==> config.mk <==
export PLATFORM = sky130hd
export DESIGN_NAME = stall_ctrl
export DESIGN_NICKNAME = d
export VERILOG_FILES = /design/src/rtl/stall_ctrl.sv
export SDC_FILE = /design/constraint.sdc
export NUM_CORES = 1
export LEC_CHECK = 0
export ABC_CLOCK_PERIOD_IN_PS = 4100
export CORE_MARGIN = 2
export CORE_UTILIZATION = 48
export DETAILED_ROUTE_END_ITERATION = 6
export HOLD_SLACK_MARGIN = 0.03
export PLACE_DENSITY = 0.82
export SLEW_MARGIN = 20
export SYNTH_ARGS = -nofsm -noshare
export SYNTH_HDL_FRONTEND = slang
export SYNTH_SLANG_ARGS = --single-unit
==> constraint.sdc <==
create_clock -name clk -period 4.1 [get_ports clk]
set_input_delay 0.82 -clock clk [delete_from_list [all_inputs] [get_ports clk]]
set_output_delay 0.82 -clock clk [all_outputs]
set_load 0.05 [all_outputs]
==> src/rtl/stall_ctrl.sv <==
// rtl/stall_ctrl.sv - pipeline hazard/stall controller: load-use bubbles, branch flush, dmem freeze, HALT drain.
module stall_ctrl #(
  parameter int FLUSH_CYC = 2,
  parameter int CNT_W     = 16
) (
  input  logic             clk,
  input  logic             rst_n,
  input  logic [2:0]       rs_d,
  input  logic [2:0]       rt_d,
  input  logic             valid_rs_d,
  input  logic             valid_rt_d,
  input  logic [2:0]       rd_e,
  input  logic             valid_rd_e,
  input  logic             mem_read_ex,
  input  logic             branch_taken_e,
  input  logic             dmem_stall,
  input  logic             halt_d,
  output logic             pc_write_en,
  output logic             ifid_write_en,
  output logic             ifid_flush,
  output logic             idex_bubble,
  output logic             real_stall,
  output logic             halted,
  output logic [2:0]       state,
  output logic [CNT_W-1:0] stall_count
);

  typedef enum logic [2:0] {
    RUN    = 3'd0,
    MWAIT  = 3'd1,
    FLUSH  = 3'd2,
    DRAIN  = 3'd3,
    HALTED = 3'd4
  } state_t;

  localparam logic [2:0] FLUSH_INIT = 3'(FLUSH_CYC - 1);
  localparam logic [2:0] DRAIN_INIT = 3'd3;

  state_t     cur, nxt;
  logic [2:0] cnt, cnt_nxt;
  logic       lu_hazard;
  logic       pc_c, ifid_we_c, flush_c, bubble_c, stall_c, halted_c;

  assign lu_hazard = mem_read_ex & valid_rd_e &
                     ((valid_rs_d & (rs_d == rd_e)) | (valid_rt_d & (rt_d == rd_e)));

  always_ff @(posedge clk or negedge rst_n) begin
    if (!rst_n) begin
      cur <= RUN;
      cnt <= 3'd0;
    end else begin
      cur <= nxt;
      cnt <= cnt_nxt;
    end
  end

  always_comb begin
    nxt       = cur;
    cnt_nxt   = cnt;
    pc_c      = 1'b0;
    ifid_we_c = 1'b0;
    flush_c   = 1'b0;
    bubble_c  = 1'b0;
    stall_c   = 1'b0;
    halted_c  = 1'b0;
    case (cur)
      // MWAIT with the memory released behaves exactly like RUN in that cycle
      RUN, MWAIT: begin
        if (dmem_stall) begin
          stall_c = 1'b1;
          nxt     = MWAIT;
        end else if (branch_taken_e) begin
          pc_c      = 1'b1;
          ifid_we_c = 1'b1;
          flush_c   = 1'b1;
          bubble_c  = 1'b1;
          cnt_nxt   = FLUSH_INIT;
          nxt       = (FLUSH_CYC == 1) ? RUN : FLUSH;
        end else if (lu_hazard) begin
          bubble_c = 1'b1;
          nxt      = RUN;
        end else if (halt_d) begin
          ifid_we_c = 1'b1;
          flush_c   = 1'b1;
          cnt_nxt   = DRAIN_INIT;
          nxt       = DRAIN;
        end else begin
          pc_c      = 1'b1;
          ifid_we_c = 1'b1;
          nxt       = RUN;
        end
      end
      FLUSH: begin
        flush_c = 1'b1;
        if (dmem_stall) begin
          stall_c = 1'b1;
        end else begin
          pc_c      = 1'b1;
          ifid_we_c = 1'b1;
          cnt_nxt   = cnt - 3'd1;
          if (cnt <= 3'd1) nxt = RUN;
        end
      end
      DRAIN: begin
        flush_c = 1'b1;
        if (dmem_stall) begin
          stall_c = 1'b1;
        end else begin
          ifid_we_c = 1'b1;
          cnt_nxt   = cnt - 3'd1;
          if (cnt <= 3'd1) nxt = HALTED;
        end
      end
      default: begin
        stall_c  = 1'b1;
        halted_c = 1'b1;
      end
    endcase
  end

  // Reset overrides the Mealy outputs immediately, independent of the clock
  always_comb begin
    if (!rst_n) begin
      pc_write_en   = 1'b0;
      ifid_write_en = 1'b0;
      ifid_flush    = 1'b1;
      idex_bubble   = 1'b1;
      real_stall    = 1'b0;
      halted        = 1'b0;
    end else begin
      pc_write_en   = pc_c;
      ifid_write_en = ifid_we_c;
      ifid_flush    = flush_c;
      idex_bubble   = bubble_c;
      real_stall    = stall_c;
      halted        = halted_c;
    end
  end

  assign state = cur;

  always_ff @(posedge clk or negedge rst_n) begin
    if (!rst_n) begin
      stall_count <= '0;
    end else if (!pc_c && !halted_c && (stall_count != {CNT_W{1'b1}})) begin
      stall_count <= stall_count + 1'b1;
    end
  end

endmodule

---- After elaboration in Yosys (flattened, before gate mapping) ----
Index checks and enable logic that the tools add are counted.
storage, ports and cells
  flip-flop bits (word level) ............. 22
  latch bits .............................. 0
  memory bits (writable) .................. 0
  memory bits (read-only) ................. 0
  bits of input ports ..................... 18
  word-level logic and storage cells ...... 79
  memories kept ........................... 0
operators by class
  add/sub/neg operators ................... 2
  multipliers ............................. 0
  div/mod/pow operators ................... 0
  order comparisons ....................... 1
  eq/ne operators ......................... 14
  shifts and indexed selects .............. 0
  multiplexer cells ....................... 43
  bitwise logic cells ..................... 5
  reduce and logical (&&, ||, !) cells .... 11
operators with widths
  kind                   count
  $mux 3                 9
  $mux 1                 25
  $add 16x1->16 const B  1
  $ne 16x16->1 const B   1
  $ne 2x2->1 const B     6
  $reduce_and 5->1       2
  $pmux 3 s3             1
  $mux 2                 4
  $eq 3x2->1 const B     2
  $eq 3x3->1             2
  $ne 3x3->1 const B     2
  $pmux 1 s2             3
  $pmux 3 s2             1
  $and 1x1->1            4
  $reduce_or 2->1        2
  $reduce_or 4->1        1
  $eq 3x1->1 const B     1
  $le 3x1->1 const B     1
  $logic_not 3->1        1
  $reduce_bool 3->1      1
  $sub 3x1->3 const B    1
  $logic_and 1x1->1      2
  $reduce_bool 2->1      1
  $logic_not 1->1        1
  $or 1x1->1             1

---- Logic depth before layout (Yosys ltp) ----
  word-level depth ........................ 11
  depth in mapped cells ................... 8
  gate-level depth less buffers ........... 7

---- Worst setup path before layout ----
No wires, ideal clock.
  path kind ............................... input to output
  start ................................... input port rt_d[0]
  end ..................................... output port ifid_write_en
  arrival ................................. 2.522 ns
  path slack .............................. 0.758 ns
  stages .................................. 4
  path through ............................ xnor2_1 > and4_1 > o21ba_2 > a211oi_1
on the way
  cells in the longest elaborated chain, start to end .. 9
ends and longest elaborated chain
  item         RTL line  source
  from (decl)  9         input logic [2:0] rt_d,
  $eq 3x3->1   45        ((valid_rs_d & (rs_d == rd_e)) | (valid_rt_d & (rt_d == rd_e)));
  $and 1x1->1  45
  $or 1x1->1   45
  $and 1x1->1  44        assign lu_hazard = mem_read_ex & valid_rd_e &
  $mux 1       79        end else if (lu_hazard) begin
  $mux 1       72        end else if (branch_taken_e) begin
  $mux 1       69        if (dmem_stall) begin
  $pmux 1 s2   66        case (cur)
  $mux 1       123       if (!rst_n) begin
  to (decl)    19        output logic ifid_write_en,
No other way between the ends.

---- Worst setup path in the final report ----
  start ................................... input port rd_e[1]
  end ..................................... output port idex_bubble
on the way
  cells in the longest elaborated chain, start to end .. 9
  elaborated cells between the ends (all ways) .. 11
  those cells by class .................... eq/ne: 2; mux: 5; bitwise: 4
ends and longest elaborated chain
  item             RTL line  source
  from (decl)      12        input logic [2:0] rd_e,
  $eq 3x3->1       45
  $and 1x1->1      45
  $or 1x1->1 (*)   45
  $and 1x1->1 (*)  44
  $mux 1 (*)       79
  $mux 1 (*)       72
  $mux 1 (*)       69
  $mux 1 (*)       66
  $mux 1 (*)       123
  to (decl)        21        output logic idex_bubble,
Mark *: on every way between the ends. The rest lies on a longest branch, timed or not.

==> impl_metrics.json <==
{
  "arrival_ns": 2.93,
  "io_pins": 43,
  "die_h_um": 55.4,
  "clock_latency_ns": 0.30,
  "via_per_inst": 5.48,
  "synth_top_area_share_pct": 43.4,
  "clk_pin_slew_worst_paths_ns": 0.12,
  "cts_tree": "yes",
  "post-route-drc-count": 0,
  "area_growth_pct": 38.3,
  "cts_resized": 0,
  "drive_above_1_share_pct": 8.47,
  "async_reset_ff_share_pct": 100,
  "cts.htree.levels": 1,
  "regArea_um2": 551,
  "power.total_mw": 1.05,
  "core_area_mm2": 0.00250,
  "rsz0062_at_grt": "false",
  "hpwl_um": 2140,
  "ant_nets": 0,
  "track_usage_pct": 20.1,
  "post-route-min-period_ns": 3.75,
  "yosys_warnings": 0,
  "start_util_pct": 50.8,
  "layout_setup_ws_ns": 0.351,
  "wl_met1_um": 1190,
  "totalWireLength_um": 2850,
  "cts_root_buf": "clkbuf_4",
  "multi_input_area_um2": 679,
  "endpoint_kind": "output pin",
  "clock-sinks": 22,
  "synth.area.top_cells": "dfrtp_1 43%, xnor2_1 14%, nand2_1 3.6%",
  "ys_top_cells_by_count": "22 x dfrtp_1, 20 x xnor2_1, 12 x nand2_1, 12 x nor2_1",
  "fin_util_pct": 70.2,
  "avgSynthCellArea_um2": 9.54,
  "critPathLaunchType": "input pin",
  "syn-num-nets": 154,
  "synth_top_area_cell": "dfrtp_1",
  "whs_ns": 0.522,
  "worst_pin_slew_ns": 0.503,
  "nets": 199,
  "finalHoldViolations": 0,
  "ff2ff_path_depth": 6,
  "wl_met3_um": 165,
  "fin_setup_tns_ns": 0,
  "io_buffers": 42,
  "vias": 1135,
  "seq_area_frac_synth_pct": 43.4,
  "ys_types": 37,
  "relSlewSlack_pct": 66.3,
  "gp_congestion": 0.887,
  "status": "finished, final reports clean",
  "synth-seq-cells": 22,
  "skew_ns": 0.00277,
  "leakage_nw": 0.713,
  "num_rows": 18,
  "dieArea_mm2": 0.00307,
  "whs_path_depth": 1,
  "grt_pass1_wl_um": 5120,
  "layout_worst_path_cycle_share_pct": 91.5,
  "dp_worst_setup_slack_ns": 0.370,
  "numCtsBuffers": 3,
  "diodes": 0,
  "synth_cells": 133,
  "clock.fmax_mhz": 267,
  "post-cts-setup-buffer-count": 0,
  "fp.dieW_um": 55.4,
  "hold_buffers": 0,
  "hold_path_class": "reg2reg",
  "cap_violations": 0,
  "power.density_mw_per_mm2": 597,
  "grt_antenna_before_repair": 0,
  "cp.required_ns": 3.28,
  "netlist_area_mm2": 0.00127,
  "synth.most_common_cell": "dfrtp_1",
  "slew_violations": 0,
  "top_layer": "met4",
  "met2_length_um": 1480,
  "cp_max_fo": 5,
  "cts.path.max_buffers": 2,
  "grt_max_degree": 28,
  "synth_flop_cell": "dfrtp_1",
  "vdd_drop_max_uv": 635,
  "fillers": 199,
  "drt_iter0_markers": 25,
  "setup_violations": 0,
  "synth_edf_count": 0,
  "routedWlPerCell_um": 13.7,
  "grt_remaining_overflow": 0,
  "grt_pass1_vias": 1170,
  "first_pass_iters": 4,
  "criticalPathCategory": "in2out"
}
## power by group
part	switching, mW	internal, mW
combinational	0.330	0.192
clock	0.0644	0.0988
sequential	0.0890	0.274
total	0.484	0.565
## flip-flops by register name (all words and copies together), names as in the netlist
register	count
stall_count	16
state	3
cnt	3
## critical path, stage by stage
cell and delay (ns):
clkdlybuf4s50_1 0.51, xnor2_1 0.13, and4_1 0.23, o21ba_2 0.21, nor2_1 0.07, o21ai_0 0.14
clkdlybuf4s50_1 0.82
## logic make-up (layout without fill, tap and decap cells)
kind of cell,after synthesis,after routing,synth area share (%)
xor gates and xnor gates,21,21,14.5
muxes,3,3,2.56
DFF,22,22,43.4
and+or+nand+nor,57,57,23.5
AOI/OAI and AO/OA,19,19,10.1
adders and majority gates,3,3,2.96
buffers and inverters,8,52,3.06
## path summary, 6_finish.rpt
kind                       slack (ns)                     endpoint                         from
setup / recovery                 0.35                  idex_bubble                      rd_e[1]
hold / removal                   0.52  stall_count[15]$_DFFE_PN0P_  stall_count[15]$_DFFE_PN0P_
setup reg to reg                 1.79   stall_count[1]$_DFFE_PN0P_   stall_count[0]$_DFFE_PN0P_
hold reg to reg                  0.52  stall_count[15]$_DFFE_PN0P_  stall_count[15]$_DFFE_PN0P_
max in group asynchronous        2.95   stall_count[0]$_DFFE_PN0P_                        rst_n
min in group asynchronous        0.91           cnt[2]$_DFFE_PN0P_                        rst_n
## per-stage QoR
| stage | area, µm² | cells |
|---|---|---|
| after floorplan | 1270 | 133 |
| after CTS | 1750 | 207 |
| final | 1750 | 207 |
| after detailed placement | 1700 | 203 |
| after global placement | 1700 | 203 |
| after global routing | 1750 | 207 |
## routing by layer
layer | up-vias | track usage, %
met4 | 0 | 3.83
met5 | - | 0
met1 | 539 | 25.6
met3 | 2 | 4.22
li1 | 550 | -
met2 | 44 | 35.4
## final cells by class
type / instances / share of cell area, %
Clock buffer: 3 / 1.28
Clock inverter: 1 / 1.71
Inverter: 5 / 1.07
Multi-Input combinational cell: 103 / 38.7
Sequential cell: 22 / 31.4
Tap cell: 30 / 2.14
Timing Repair Buffer: 43 / 23.7
## layout by cell type, fill, tap and decap left out, types with 3 or more instances in the layout
| master | instances |
|---|---|
| nor2_1 | 12 |
| clkbuf_4 | 3 |
| xnor2_1 | 20 |
| and2_1 | 3 |
| a21oi_1 | 3 |
| nand3_1 | 7 |
| ha_1 | 3 |
| nand2b_1 | 3 |
| o21ai_0 | 3 |
| inv_1 | 5 |
| buf_4 | 6 |
| o21ai_1 | 3 |
| dfrtp_1 | 22 |
| and3_1 | 3 |
| nand4_1 | 7 |
| clkdlybuf4s50_1 | 37 |
| nand2_1 | 12 |
Note: power is estimated with default switching activity, not from simulation.
